<file path="config.mk">
export PLATFORM = sky130hd
export DESIGN_NAME = clock_divider_gen_flat
export DESIGN_NICKNAME = d
export VERILOG_FILES = /design/src/rtl/clock_divider_gen_pkg.sv /design/src/rtl/clock_divider_gen_if.sv /design/src/rtl/clock_divider_gen_channel.sv /design/src/rtl/clock_divider_gen.sv /design/src/flat_wrapper.sv
export SDC_FILE = /design/constraint.sdc
export NUM_CORES = 1
export LEC_CHECK = 0
export ABC_AREA = 1
export CAP_MARGIN = 20
export CORE_MARGIN = 2
export CORE_UTILIZATION = 57
export CTS_CLUSTER_SIZE = 10
export DETAILED_ROUTE_END_ITERATION = 7
export PLACE_DENSITY_LB_ADDON = 0.3
export SLEW_MARGIN = 20
export SYNTH_ARGS = -nofsm -noshare
export SYNTH_HDL_FRONTEND = slang
export SYNTH_HIERARCHICAL = 1
export SYNTH_SLANG_ARGS = --single-unit
</file>
<file path="constraint.sdc">
create_clock -name clk -period 6.4 [get_ports clk]
set_clock_uncertainty 0.15 [all_clocks]
set_input_delay 1.6 -clock clk [delete_from_list [all_inputs] [get_ports clk]]
set_output_delay 1.6 -clock clk [all_outputs]
set_load 0.005 [all_outputs]
</file>
<file path="src/rtl/clock_divider_gen_pkg.sv">
// Shared definitions for the multi-channel clock divider: channel FSM states,
// minimum divide ratio and the channel-select width helper.
package clock_divider_gen_pkg;

   typedef enum logic [1:0] {
      ST_IDLE = 2'd0,
      ST_RUN  = 2'd1,
      ST_STOP = 2'd2
   } chState_e;

   localparam int DIV_MIN = 2;

   function automatic int chWidth(input int numCh);
      return (numCh > 1) ? $clog2(numCh) : 1;
   endfunction

endpackage

</file>
<file path="src/rtl/clock_divider_gen_if.sv">
// Control and output bundle of the clock divider; the master drives run requests
// and ratio writes, the slave (the divider) returns clocks, ticks and status.
interface clock_divider_gen_if
   import clock_divider_gen_pkg::*;
#(
   parameter int NUM_CH = 2,
   parameter int DIV_W  = 8
);

   localparam int CH_W = chWidth(NUM_CH);

   logic [NUM_CH-1:0] en;
   logic              div_wr;
   logic [CH_W-1:0]   div_ch;
   logic [DIV_W-1:0]  div_val;
   logic [NUM_CH-1:0] clk_out;
   logic [NUM_CH-1:0] tick;
   logic [NUM_CH-1:0] running;

   modport master (
      output en, div_wr, div_ch, div_val,
      input  clk_out, tick, running
   );

   modport slave (
      input  en, div_wr, div_ch, div_val,
      output clk_out, tick, running
   );

endinterface

</file>
<file path="src/rtl/clock_divider_gen_channel.sv">
// One divided-clock channel: programmable ratio with glitch-free start/stop;
// ratio changes only take effect on a period boundary or while idle.
module clk_div_channel
   import clock_divider_gen_pkg::*;
#(
   parameter int DIV_W       = 8,
   parameter int DEFAULT_DIV = 2
) (
   input  logic             clk,
   input  logic             rst_n,
   input  logic             en,
   input  logic             ld,
   input  logic [DIV_W-1:0] ld_val,
   output logic             clk_out,
   output logic             tick,
   output logic             running
);

   localparam logic [DIV_W-1:0] RESET_DIV = DIV_W'(DEFAULT_DIV);
   localparam logic [DIV_W-1:0] ONE       = DIV_W'(1);

   chState_e         state_q;
   logic [DIV_W-1:0] cnt_q;
   logic [DIV_W-1:0] activeDiv_q;
   logic [DIV_W-1:0] pendDiv_q;
   logic             clkOut_q;
   logic             tick_q;
   logic             running_q;

   logic [DIV_W-1:0] cntNext_d;
   logic             lastCycle_d;
   logic             highNext_d;

   // High phase is the first D-floor(D/2) counts, so odd ratios favour high.
   always_comb begin
      cntNext_d   = cnt_q + ONE;
      lastCycle_d = (cnt_q == (activeDiv_q - ONE));
      highNext_d  = (cntNext_d < (activeDiv_q - (activeDiv_q >> 1)));
   end

   always_ff @(posedge clk or negedge rst_n) begin
      if (!rst_n) begin
         state_q     <= ST_IDLE;
         cnt_q       <= '0;
         activeDiv_q <= RESET_DIV;
         pendDiv_q   <= RESET_DIV;
         clkOut_q    <= 1'b0;
         tick_q      <= 1'b0;
         running_q   <= 1'b0;
      end else begin
         if (ld) begin
            pendDiv_q <= ld_val;
         end
         tick_q <= 1'b0;
         case (state_q)
            ST_IDLE: begin
               activeDiv_q <= pendDiv_q;
               if (en) begin
                  state_q   <= ST_RUN;
                  cnt_q     <= '0;
                  clkOut_q  <= 1'b1;
                  tick_q    <= 1'b1;
                  running_q <= 1'b1;
               end
            end
            ST_RUN, ST_STOP: begin
               if (lastCycle_d) begin
                  cnt_q       <= '0;
                  activeDiv_q <= pendDiv_q;
                  // A stop request only ends the channel on a completed period.
                  if ((state_q == ST_STOP) && !en) begin
                     state_q   <= ST_IDLE;
                     clkOut_q  <= 1'b0;
                     running_q <= 1'b0;
                  end else begin
                     state_q  <= en ? ST_RUN : ST_STOP;
                     clkOut_q <= 1'b1;
                     tick_q   <= 1'b1;
                  end
               end else begin
                  cnt_q    <= cntNext_d;
                  clkOut_q <= highNext_d;
                  state_q  <= en ? ST_RUN : ST_STOP;
               end
            end
            default: begin
               state_q   <= ST_IDLE;
               cnt_q     <= '0;
               clkOut_q  <= 1'b0;
               running_q <= 1'b0;
            end
         endcase
      end
   end

   assign clk_out = clkOut_q;
   assign tick    = tick_q;
   assign running = running_q;

endmodule

</file>
<file path="src/rtl/clock_divider_gen.sv">
// Multi-channel clock generator top: decodes ratio writes to one channel and
// clamps ratios below the minimum before they reach the channel.
module clock_divider_gen
   import clock_divider_gen_pkg::*;
#(
   parameter int NUM_CH      = 2,
   parameter int DIV_W       = 8,
   parameter int DEFAULT_DIV = 2
) (
   input  logic               clk,
   input  logic               rst_n,
   clock_divider_gen_if.slave bus
);

   localparam int               CH_W    = chWidth(NUM_CH);
   localparam logic [DIV_W-1:0] MIN_DIV = DIV_W'(DIV_MIN);

   logic [DIV_W-1:0]  ldVal;
   logic [NUM_CH-1:0] ldVec;
   logic [NUM_CH-1:0] clkOutVec;
   logic [NUM_CH-1:0] tickVec;
   logic [NUM_CH-1:0] runningVec;

   assign ldVal = (bus.div_val < MIN_DIV) ? MIN_DIV : bus.div_val;

   // Out-of-range channel numbers match no channel and are dropped.
   for (genvar i = 0; i < NUM_CH; i++) begin : gCh
      assign ldVec[i] = bus.div_wr && (bus.div_ch == CH_W'(i));

      clk_div_channel #(
         .DIV_W       (DIV_W),
         .DEFAULT_DIV (DEFAULT_DIV)
      ) uChannel (
         .clk     (clk),
         .rst_n   (rst_n),
         .en      (bus.en[i]),
         .ld      (ldVec[i]),
         .ld_val  (ldVal),
         .clk_out (clkOutVec[i]),
         .tick    (tickVec[i]),
         .running (runningVec[i])
      );
   end

   assign bus.clk_out = clkOutVec;
   assign bus.tick    = tickVec;
   assign bus.running = runningVec;

endmodule

</file>
<file path="src/flat_wrapper.sv">
// flat-port wrapper written by rule: the top's interface ports become plain ports
module clock_divider_gen_flat import clock_divider_gen_pkg::*;
#(
   parameter int NUM_CH      = 2,
   parameter int DIV_W       = 8,
   parameter int DEFAULT_DIV = 2
)
  (clk, rst_n, bus_en, bus_div_wr, bus_div_ch, bus_div_val, bus_clk_out, bus_tick, bus_running);
  clock_divider_gen_if #(.NUM_CH(NUM_CH), .DIV_W(DIV_W)) bus_i ();
  input  logic clk;
  input  logic rst_n;
  input wire logic [$bits(bus_i.en)-1:0] bus_en;
  input wire logic [$bits(bus_i.div_wr)-1:0] bus_div_wr;
  input wire logic [$bits(bus_i.div_ch)-1:0] bus_div_ch;
  input wire logic [$bits(bus_i.div_val)-1:0] bus_div_val;
  output wire logic [$bits(bus_i.clk_out)-1:0] bus_clk_out;
  output wire logic [$bits(bus_i.tick)-1:0] bus_tick;
  output wire logic [$bits(bus_i.running)-1:0] bus_running;
  assign bus_i.en = bus_en;
  assign bus_i.div_wr = bus_div_wr;
  assign bus_i.div_ch = bus_div_ch;
  assign bus_i.div_val = bus_div_val;
  assign bus_clk_out = bus_i.clk_out;
  assign bus_tick = bus_i.tick;
  assign bus_running = bus_i.running;
  clock_divider_gen #(.NUM_CH(NUM_CH), .DIV_W(DIV_W), .DEFAULT_DIV(DEFAULT_DIV)) u_core (.clk(clk), .rst_n(rst_n), .bus(bus_i));
endmodule
</file>
# After elaboration in Yosys (flattened, before gate mapping)
# Index checks and enable logic that the tools add are counted.
[totals]
word_cells = 93
ff_bits = 58
[op_classes]
reduce_logical = 16
eq_ne = 12
n_bitwise = 1
addsub = 6
order_cmp = 3
n_mux = 41
[op_table]
columns = ["operator", "count"]
rows = [
  ["8-bit case mux with 2 select lines", 4],
  ["8-bit 2-to-1 mux", 7],
  ["8-bit by 1-bit adder with 8-bit output (second input constant)", 2],
  ["8-bit == test", 2],
  ["8-bit less-than comparator", 2],
  ["2-bit 2-to-1 mux", 8],
  ["8-bit by 1-bit subtractor with 8-bit output (second input constant)", 2],
  ["8-bit by 7-bit subtractor with 8-bit output", 2],
  ["1-bit 2-to-1 mux", 14],
  ["2-bit != test (second input constant)", 6],
  ["1-bit case mux with 2 select lines", 6],
  ["8-bit by 2-bit less-than comparator with 1-bit output (second input constant)", 1],
  ["2-bit case mux with 2 select lines", 2],
  ["3-bit AND reduction", 2],
  ["2-bit by 1-bit == test with 1-bit output (second input constant)", 2],
  ["2-bit == test (second input constant)", 2],
  ["1-bit logical AND", 4],
  ["2-bit zero test", 2],
  ["2-bit AND reduction", 2],
  ["2-bit nonzero test", 2],
  ["2-bit OR reduction", 2],
  ["1-bit zero test", 2],
  ["1-bit NOT", 1],
]

# Logic depth before layout (Yosys ltp)
# Gate-level depths: netlist of the first run.
[logic_depth]
word_depth = 5
depth_mapped = 18
mapped_depth_nobuf = 18

# By module
# The synthesis of the first run kept the hierarchy.
[by_module_without_submodules]
columns = ["mod", "cells_per_inst", "area_each_um2", "seq_area_each_um2", "instances"]
rows = [
  ["clk_div_channel (u_core.gCh[0].uChannel)", 280, 2169.6, 728.2, 1],
  ["clk_div_channel (u_core.gCh[1].uChannel)", 279, 2137.0, 728.2, 1],
  ["clock_divider_gen", 20, 76.3, 0.0, 1],
]

# Worst setup path after synthesis of the first run
# OpenSTA, ideal clock, no wires.
[synth_path]
path_type = "register to register"
start = "register u_core.gCh[0].uChannel.activeDiv_q[1]"
end = "register u_core.gCh[0].uChannel.clkOut_q"
path_stages_with_launch = 17
path_buffers = 0
arrival_ns = 2.390
slack_ns = 3.743
synth_period_minus_slack_ns = 2.657
cell_sequence = "dfstp_2 > ha_1 > inv_1 > fa_1 > nand3_1 > nand2_1 > nand2_1 > nand2_1 > a21oi_1 > xor2_1 > ha_1 > nand2_1 > o21a_1 > o21ai_0 > nand3_1 > nand3_1 > nand2_1"
[synth_via]
elab_chain_cells = 4
word_cells_on_any_way = 6
[synth_rtl]
columns = ["item", "line", "source"]
rows = [
  ["from (decl)", "clock_divider_gen_channel.sv:24", "logic [DIV_W-1:0] activeDiv_q;"],
  ["from (signal assigned)", "clock_divider_gen_channel.sv:57", "activeDiv_q <= pendDiv_q;"],
  ["from (signal assigned)", "clock_divider_gen_channel.sv:69", "activeDiv_q <= pendDiv_q;"],
  ["8-bit by 7-bit subtractor with 8-bit output / 8-bit by 1-bit subtractor with 8-bit output (equally long branches)", "clock_divider_gen_channel.sv:38, clock_divider_gen_channel.sv:37", ""],
  ["8-bit less-than comparator / 8-bit == test (equally long branches)", "clock_divider_gen_channel.sv:38, clock_divider_gen_channel.sv:37", ""],
  ["1-bit 2-to-1 mux (*)", "clock_divider_gen_channel.sv:67", "if (lastCycle_d) begin"],
  ["1-bit case mux with 2 select lines (*)", "clock_divider_gen_channel.sv:55", "case (state_q)"],
  ["to (signal assigned)", "clock_divider_gen_channel.sv:82", "clkOut_q <= highNext_d;"],
  ["to (decl)", "clock_divider_gen_channel.sv:26", "logic clkOut_q;"],
]
# Every way passes the cells marked *; elsewhere a longest branch is shown, timed or not.
# A chain may end at the register's enable or synchronous reset.

# Worst setup path in the final report of the first run
[layout_path]
start = "input bus_en[0]"
end = "register u_core.gCh[0].uChannel.cnt_q[0]"
[layout_via]
elab_chain_cells = 1
[layout_rtl]
columns = ["item", "line", "source"]
rows = [
  ["from (decl)", "flat_wrapper.sv:12", "input wire logic [$bits(bus_i.en)-1:0] bus_en;"],
  ["2-bit != test (no line)", "n/a", ""],
  ["to (signal assigned)", "clock_divider_gen_channel.sv:81", "cnt_q <= cntNext_d;"],
  ["to (decl)", "clock_divider_gen_channel.sv:23", "logic [DIV_W-1:0] cnt_q;"],
]
# Every way passes these cells.

==> results of run 1 <==
## logic make-up after synthesis
kind of cell	Yosys count	synth area share
and+or+nand+nor	242	0.241
adders and majority gates	54	0.158
buffers and inverters	106	0.0942
xor gates and xnor gates	19	0.0380
AOI/OAI and AO/OA	100	0.137
DFF	58	0.332
## layout by cell type, fill, tap and decap left out, types with 2 or more instances in the layout
cell type	count
a21oi_1	28
clkbuf_1	2
clkbuf_8	10
clkdlybuf4s50_1	18
clkinv_1	2
clkinv_2	2
dfrtp_1	54
dfstp_2	4
fa_1	2
ha_1	52
inv_1	84
inv_2	8
nand2_1	157
nand2_2	4
nand2_4	4
nand3_1	33
nand4_1	3
nor2_1	27
nor2_2	4
nor2_4	2
nor3_1	5
o21a_1	3
o21ai_0	33
o21ai_2	16
o22ai_1	14
o31ai_1	2
o32ai_1	2
xor2_1	19
## sequential cells by signal, summed over array words and instances, names as in the netlist
signal	flops
u_core/gCh.uChannel/activeDiv_q	16
u_core/gCh.uChannel/cnt_q	16
u_core/gCh.uChannel/pendDiv_q	16
u_core/gCh.uChannel/state_q	4
u_core/gCh.uChannel/clk_out	2
u_core/gCh.uChannel/running	2
u_core/gCh.uChannel/tick	2
## stage by stage
step           cells  power (mW)
6_report         701        2.49
5_1_grt          701        2.78
4_1_cts          701        2.50
3_5_place_dp     686        2.17
3_3_place_gp     686        2.11
2_1_floorplan    579        1.84
## routing by layer
layer  GRT usage  vias to the layer above  wire length, um
li1            -                     1894                -
met1       0.303                     1687             4140
met2       0.363                       83             4020
met3      0.0296                       10              290
met4      0.0808                        0              114
met5           0                        -                0
## layout make-up
cell class | count | share of cell area
multi-input cells | 415 | 0.521
flip-flops and latches | 58 | 0.302
inverters | 94 | 0.0731
repair buffers | 20 | 0.0399
clock buffers | 12 | 0.0301
well taps | 99 | 0.0257
clock inverters | 3 | 0.00830
## tightest hold or removal path, cell delays in order (launching register included)
cell,delay [ns]
dfstp_2,0.36
inv_1,0.07
o21ai_2,0.06
## worst max path at each step
| stage | endpoint | slack, ns | start | depth (start not counted) |
|---|---|---|---|---|
| 2_1_floorplan | u_core/gCh[0].uChannel/clk_out$_DFFE_PN0P_ | 3.74 | u_core/gCh[0].uChannel/activeDiv_q[1]$_DFFE_PN1P_ | 16 |
| 3_3_place_gp | u_core/gCh[1].uChannel/cnt_q[0]$_DFFE_PN0P_ | 3.14 | bus_en[1] | 5 |
| 3_5_place_dp | u_core/gCh[0].uChannel/cnt_q[0]$_DFFE_PN0P_ | 3.07 | bus_en[0] | 5 |
| 4_1_cts | u_core/gCh[0].uChannel/cnt_q[0]$_DFFE_PN0P_ | 3.42 | bus_en[0] | 5 |
| 5_1_grt | u_core/gCh[0].uChannel/cnt_q[0]$_DFFE_PN0P_ | 3.20 | bus_en[0] | 5 |
| 6_report | u_core/gCh[0].uChannel/cnt_q[0]$_DFFE_PN0P_ | 3.39 | bus_en[0] | 5 |
## where the power goes
part           switching (mW)  total, mW  internal [mW]
clock                   0.136      0.323          0.187
sequential             0.0965      0.574          0.477
combinational           0.988       1.60          0.610
total                    1.22       2.49           1.27
==> flow_summary.ini, run 1 <==
[setup_path]
r2r-end = u_core/gCh[1].uChannel/clk_out$_DFFE_PN0P_
cp_top_family = buffers and inverters
startpoint_type = input port
cpPeakStageDelay_ns = 0.45
cp.arrival_ns = 3.06
cp_max_fo = 17
end_kind = flip-flop
reg2reg_depth = 13
path_buf_inv = 2
reg2reg_from = u_core/gCh[1].uChannel/activeDiv_q[1]$_DFFE_PN1P_
path_cells = clkdlybuf4s50_1 > nor2_1 > clkinv_1 > nand4_1 > o21ai_0
critical_path_class = input port to flip-flop
worst_path_max_delay_cell = clkdlybuf4s50_1
r2r_slack_ns = 3.43
crit_required_ns = 6.45

[clock_tree]
cts-htree-levels = 3
ctsHoldBuffers = 0
cts_buffer_depth = 2
cts-resized-gates = 0
clk_latency_ns = 0.33
cts_inserted_buffers = 9
cts.sink_count = 58
cts_tree = built
clk_pin_slew_ns = 0.06
clockRootBuffer = clkbuf_8
cts_post_setup_buffers_inserted = 0

[yosys]
yosysMostFrequentCell = nand2_1
synth_area_per_cell_um2 = 7.57
syn_nets = 647
synth_top_area_frac = 0.308
synth_commonest_cells = nand2_1 (157), inv_1 (84), dfrtp_1 (54), ha_1 (52)
synth-seq-cells = 58
ys_types = 31
yosysWarnings = 6
synth_area_leaders = dfrtp_1 (31%), ha_1 (15%), nand2_1 (13%)
ys_seq_area_frac = 0.332
yosysTopAreaCell = dfrtp_1
synth-edff-count = 0
netlist_area_um2 = 4380
syn_inst = 579
synthArstFlopShare = 1.00
ys.flop_type = dfrtp_1

[die]
core_area_um2 = 7330
die_h_um = 91.7
start_util = 0.598
dieArea_um2 = 8410
rows = 31
die_x_um = 91.7
io_pins = 20

[hold_path]
hp-class = flip-flop to flip-flop
holdCritStartpoint = u_core/gCh[0].uChannel/pendDiv_q[1]$_DFFE_PN1P_
hold_end = u_core/gCh[0].uChannel/activeDiv_q[1]$_DFFE_PN1P_
hold_depth = 2

[route]
wl_per_cell_um = 12.2
ant_nets = 0
drt-initial-drc-count = 193
drc = 0
drt_pre_antenna_iters = 5
via_count = 3674
totalWireLength_um = 8570
vias_per_cell = 5.24

[sta]
setup_slack_ns = 3.39
fin_crit_sh = 0.470
fmax_mhz = 332
fin_crit_ns = 3.01
tightest_slew_ns = 0.741
relSlewSlack = 0.504
tns_ns = 0
maxSlewViolCount = 0
hold_viol_final = 0
fin_hold_ws_ns = 0.336
setup_violations = 0
rsz0062_at_grt = no

[finish]
postLayoutCellArea_um2 = 4820
antenna_cells = 0
fin_util = 0.658
fillerInstances = 635
synthToLayoutAreaGrowth_pct = 10.1
final_nets = 666
multiInputGateArea_um2 = 2510
drive_gt1_frac = 0.0980
ff_latch_area_um2 = 1460

[global_routing]
grt_start_max_net_pins = 59
grt_pass1_vias = 3439
grt_pass1_wl_um = 15200
antenna_found_initial = 0
gr-total-overflow = 0
grtUsageTotal = 0.222

[place]
pre_cts_ws_ns = 3.07
gp_congestion = 0.849
hpwl_um = 6610
portBuffers = 19
postPlaceCellArea_um2 = 4640

[pwr]
ir_drop_uv = 188
total_leakage_power_nw = 2.46
p_per_area_nw_per_um2 = 517

[outcome]
outcome = finished, final reports clean

[run]
drv_cap = 0
No activity file was read; power rests on OpenSTA's default activity.
==> run 2: changes to the inputs <==
==> constraint.sdc (replaced) <==
create_clock -name clk -period 2.8 [get_ports clk]
set_clock_uncertainty 0.15 [all_clocks]
set_input_delay 0.7 -clock clk [delete_from_list [all_inputs] [get_ports clk]]
set_output_delay 0.7 -clock clk [all_outputs]
set_load 0.005 [all_outputs]
==> run 2 against run 1 <==
  * The run now ends with setup timing left
  * Combinational power rose to 2.7 times the previous value
  * Non-clock buffer count is 24 higher
  * Critical path depth is 12 higher
  * Count of clock-buffer cells in the layout shrank 1
  * Sequential cell count unchanged
  * Utilization rose by 4.5 points
  * Setup slack lost 3.4 ns
  * Sequential power grew 120%
  * Global-route usage grew 1.2 points
  * Design area rose by 6.8%
  * Cell count up 3.6%
  * First-iteration DRC count fell by 2.1%
  * Critical endpoint is now u_core/gCh[1].uChannel/clk_out$_DFFE_PN0P_
==> flow_summary.ini, run 2 (synthesis results as in run 1) <==
[route]
drt_pre_antenna_iters = 5
totalWireLength_um = 9580
drt-initial-drc-count = 189
wl_per_cell_um = 13.2
vias_per_cell = 5.33
drc = 0
via_count = 3869
ant_nets = 0

[clock_tree]
cts_inserted_buffers = 9
cts.sink_count = 58
ctsHoldBuffers = 0
cts-htree-levels = 3
cts_buffer_depth = 2
clk_latency_ns = 0.33
cts_tree = built
clockRootBuffer = clkbuf_8
clk_pin_slew_ns = 0.07

[global_routing]
grt_pass1_vias = 3638
grtUsageTotal = 0.234
antenna_found_initial = 0
grt_start_max_net_pins = 28
gr-total-overflow = 0
grt_pass1_wl_um = 16200

[sta]
fmax_mhz = 353
rsz0062_at_grt = yes
maxSlewViolCount = 0
fin_hold_ws_ns = 0.227
fin_crit_sh = 1.01
relSlewSlack = 0.589
fin_crit_ns = 2.84
setup_slack_ns = -0.0367
tightest_slew_ns = 0.616
setup_violations = 1
hold_viol_final = 0
tns_ns = -0.0367

[die]
die_x_um = 91.7
rows = 31
die_h_um = 91.7
core_area_um2 = 7330
dieArea_um2 = 8410
io_pins = 20
start_util = 0.598

[finish]
final_nets = 690
top_regs = u_core/gCh.uChannel/activeDiv_q x16, u_core/gCh.uChannel/cnt_q x16, u_core/gCh.uChannel/pendDiv_q x16
drive_gt1_frac = 0.169
synthToLayoutAreaGrowth_pct = 17.5
final_common_cell = nand2_1
antenna_cells = 0
layoutNonFillerInstCount = 726
fillerInstances = 577
layout_common_cells = nand2_1 (154), inv_1 (82), dfrtp_1 (54), ha_1 (48), nand3_1 (31)

[setup_path]
cp_max_fo = 4
reg2reg_depth = 17
path_cells = ha_4 > inv_2 > fa_2 > nand3_2 > nand2_1 > nand2_1 > nand2_1 > a21oi_2 > xor2_1 > ha_1 > nand2_2 > nor2_2 > nand2_1 > nand2_1 > nand3_1 > nand3_1 > nand2_1
critical_path_class = flip-flop to flip-flop
end_kind = flip-flop
worst_path_max_delay_cell = dfstp_2
cpPeakStageDelay_ns = 0.59
startpoint_type = flip-flop
path_common_cell = nand2_1
crit_required_ns = 2.87
cp.arrival_ns = 2.90

[pwr]
ir_drop_uv = 554
finalPower_mw = 6.49
total_leakage_power_nw = 2.60
p_per_area_nw_per_um2 = 1260

[place]
hpwl_um = 6930
gp_congestion = 0.917
pre_cts_ws_ns = -0.117
portBuffers = 19
dp_cells = 699

[outcome]
violations = setup timing
outcome = finished, violations left

[hold_path]
hp-class = input port to asynchronous set/reset pin

[run]
drv_cap = 0
-- run 2: metal layers --
| layer | part of all wire | vias up | GRT usage |
|---|---|---|---|
| met5 | 0 | - | 0 |
| met4 | 0.0084 | 0 | 0.0485 |
| met3 | 0.049 | 9 | 0.0435 |
| met2 | 0.49 | 116 | 0.400 |
| met1 | 0.46 | 1808 | 0.312 |
| li1 | - | 1936 | - |
-- run 2: worst paths after layout --
kind | slack, ns | end | start
worst max register to register | -0.04 | u_core/gCh[1].uChannel/clk_out$_DFFE_PN0P_ | u_core/gCh[1].uChannel/activeDiv_q[1]$_DFFE_PN1P_
worst min-delay path | 0.23 | u_core/gCh[1].uChannel/cnt_q[2]$_DFFE_PN0P_ | rst_n
min in group clk | 0.34 | u_core/gCh[0].uChannel/clk_out$_DFFE_PN0P_ | u_core/gCh[0].uChannel/clk_out$_DFFE_PN0P_
worst max-delay path | -0.04 | u_core/gCh[1].uChannel/clk_out$_DFFE_PN0P_ | u_core/gCh[1].uChannel/activeDiv_q[1]$_DFFE_PN1P_
worst min register to register | 0.34 | u_core/gCh[0].uChannel/clk_out$_DFFE_PN0P_ | u_core/gCh[0].uChannel/clk_out$_DFFE_PN0P_
max in group asynchronous | 1.54 | u_core/gCh[0].uChannel/activeDiv_q[1]$_DFFE_PN1P_ | rst_n
-- run 2: cell type report --
class	count	area (um^2)	area share
clock inverters	5	77.6	0.0151
repair buffers	44	373	0.0724
multi-input cells	415	2630	0.510
well taps	99	124	0.0240
inverters	94	353	0.0685
clock buffers	11	141	0.0274
flip-flops and latches	58	1460	0.283
-- run 2: critical path, delay by kind of cell, from the launching register on --
kind                       cells  cell delay (ns)
AOI/OAI and AO/OA              1             0.15
DFF                            1             0.59
xor gates and xnor gates       1             0.09
adders and majority gates      3             0.85
and+or+nand+nor               11             0.84
buffers and inverters          1             0.05
-- run 2: stage by stage --
step	area [um^2]	utilization
finish	5150	0.703
global route	5150	0.703
CTS	5010	0.683
detailed placement	4740	0.646
global placement	4740	0.646
floorplan	4380	-
-- run 2: repair_timing --
item                       4_1_cts  5_1_grt
setup buffers                    2        9
setup endpoints to repair        2        2
gates resized for setup          8       19
pin swaps                        0       26
-- run 2: power breakdown --
part / internal, mW / switching [mW]
Combinational: 1.76 / 2.60
Clock: 0.522 / 0.325
Sequential: 1.09 / 0.191
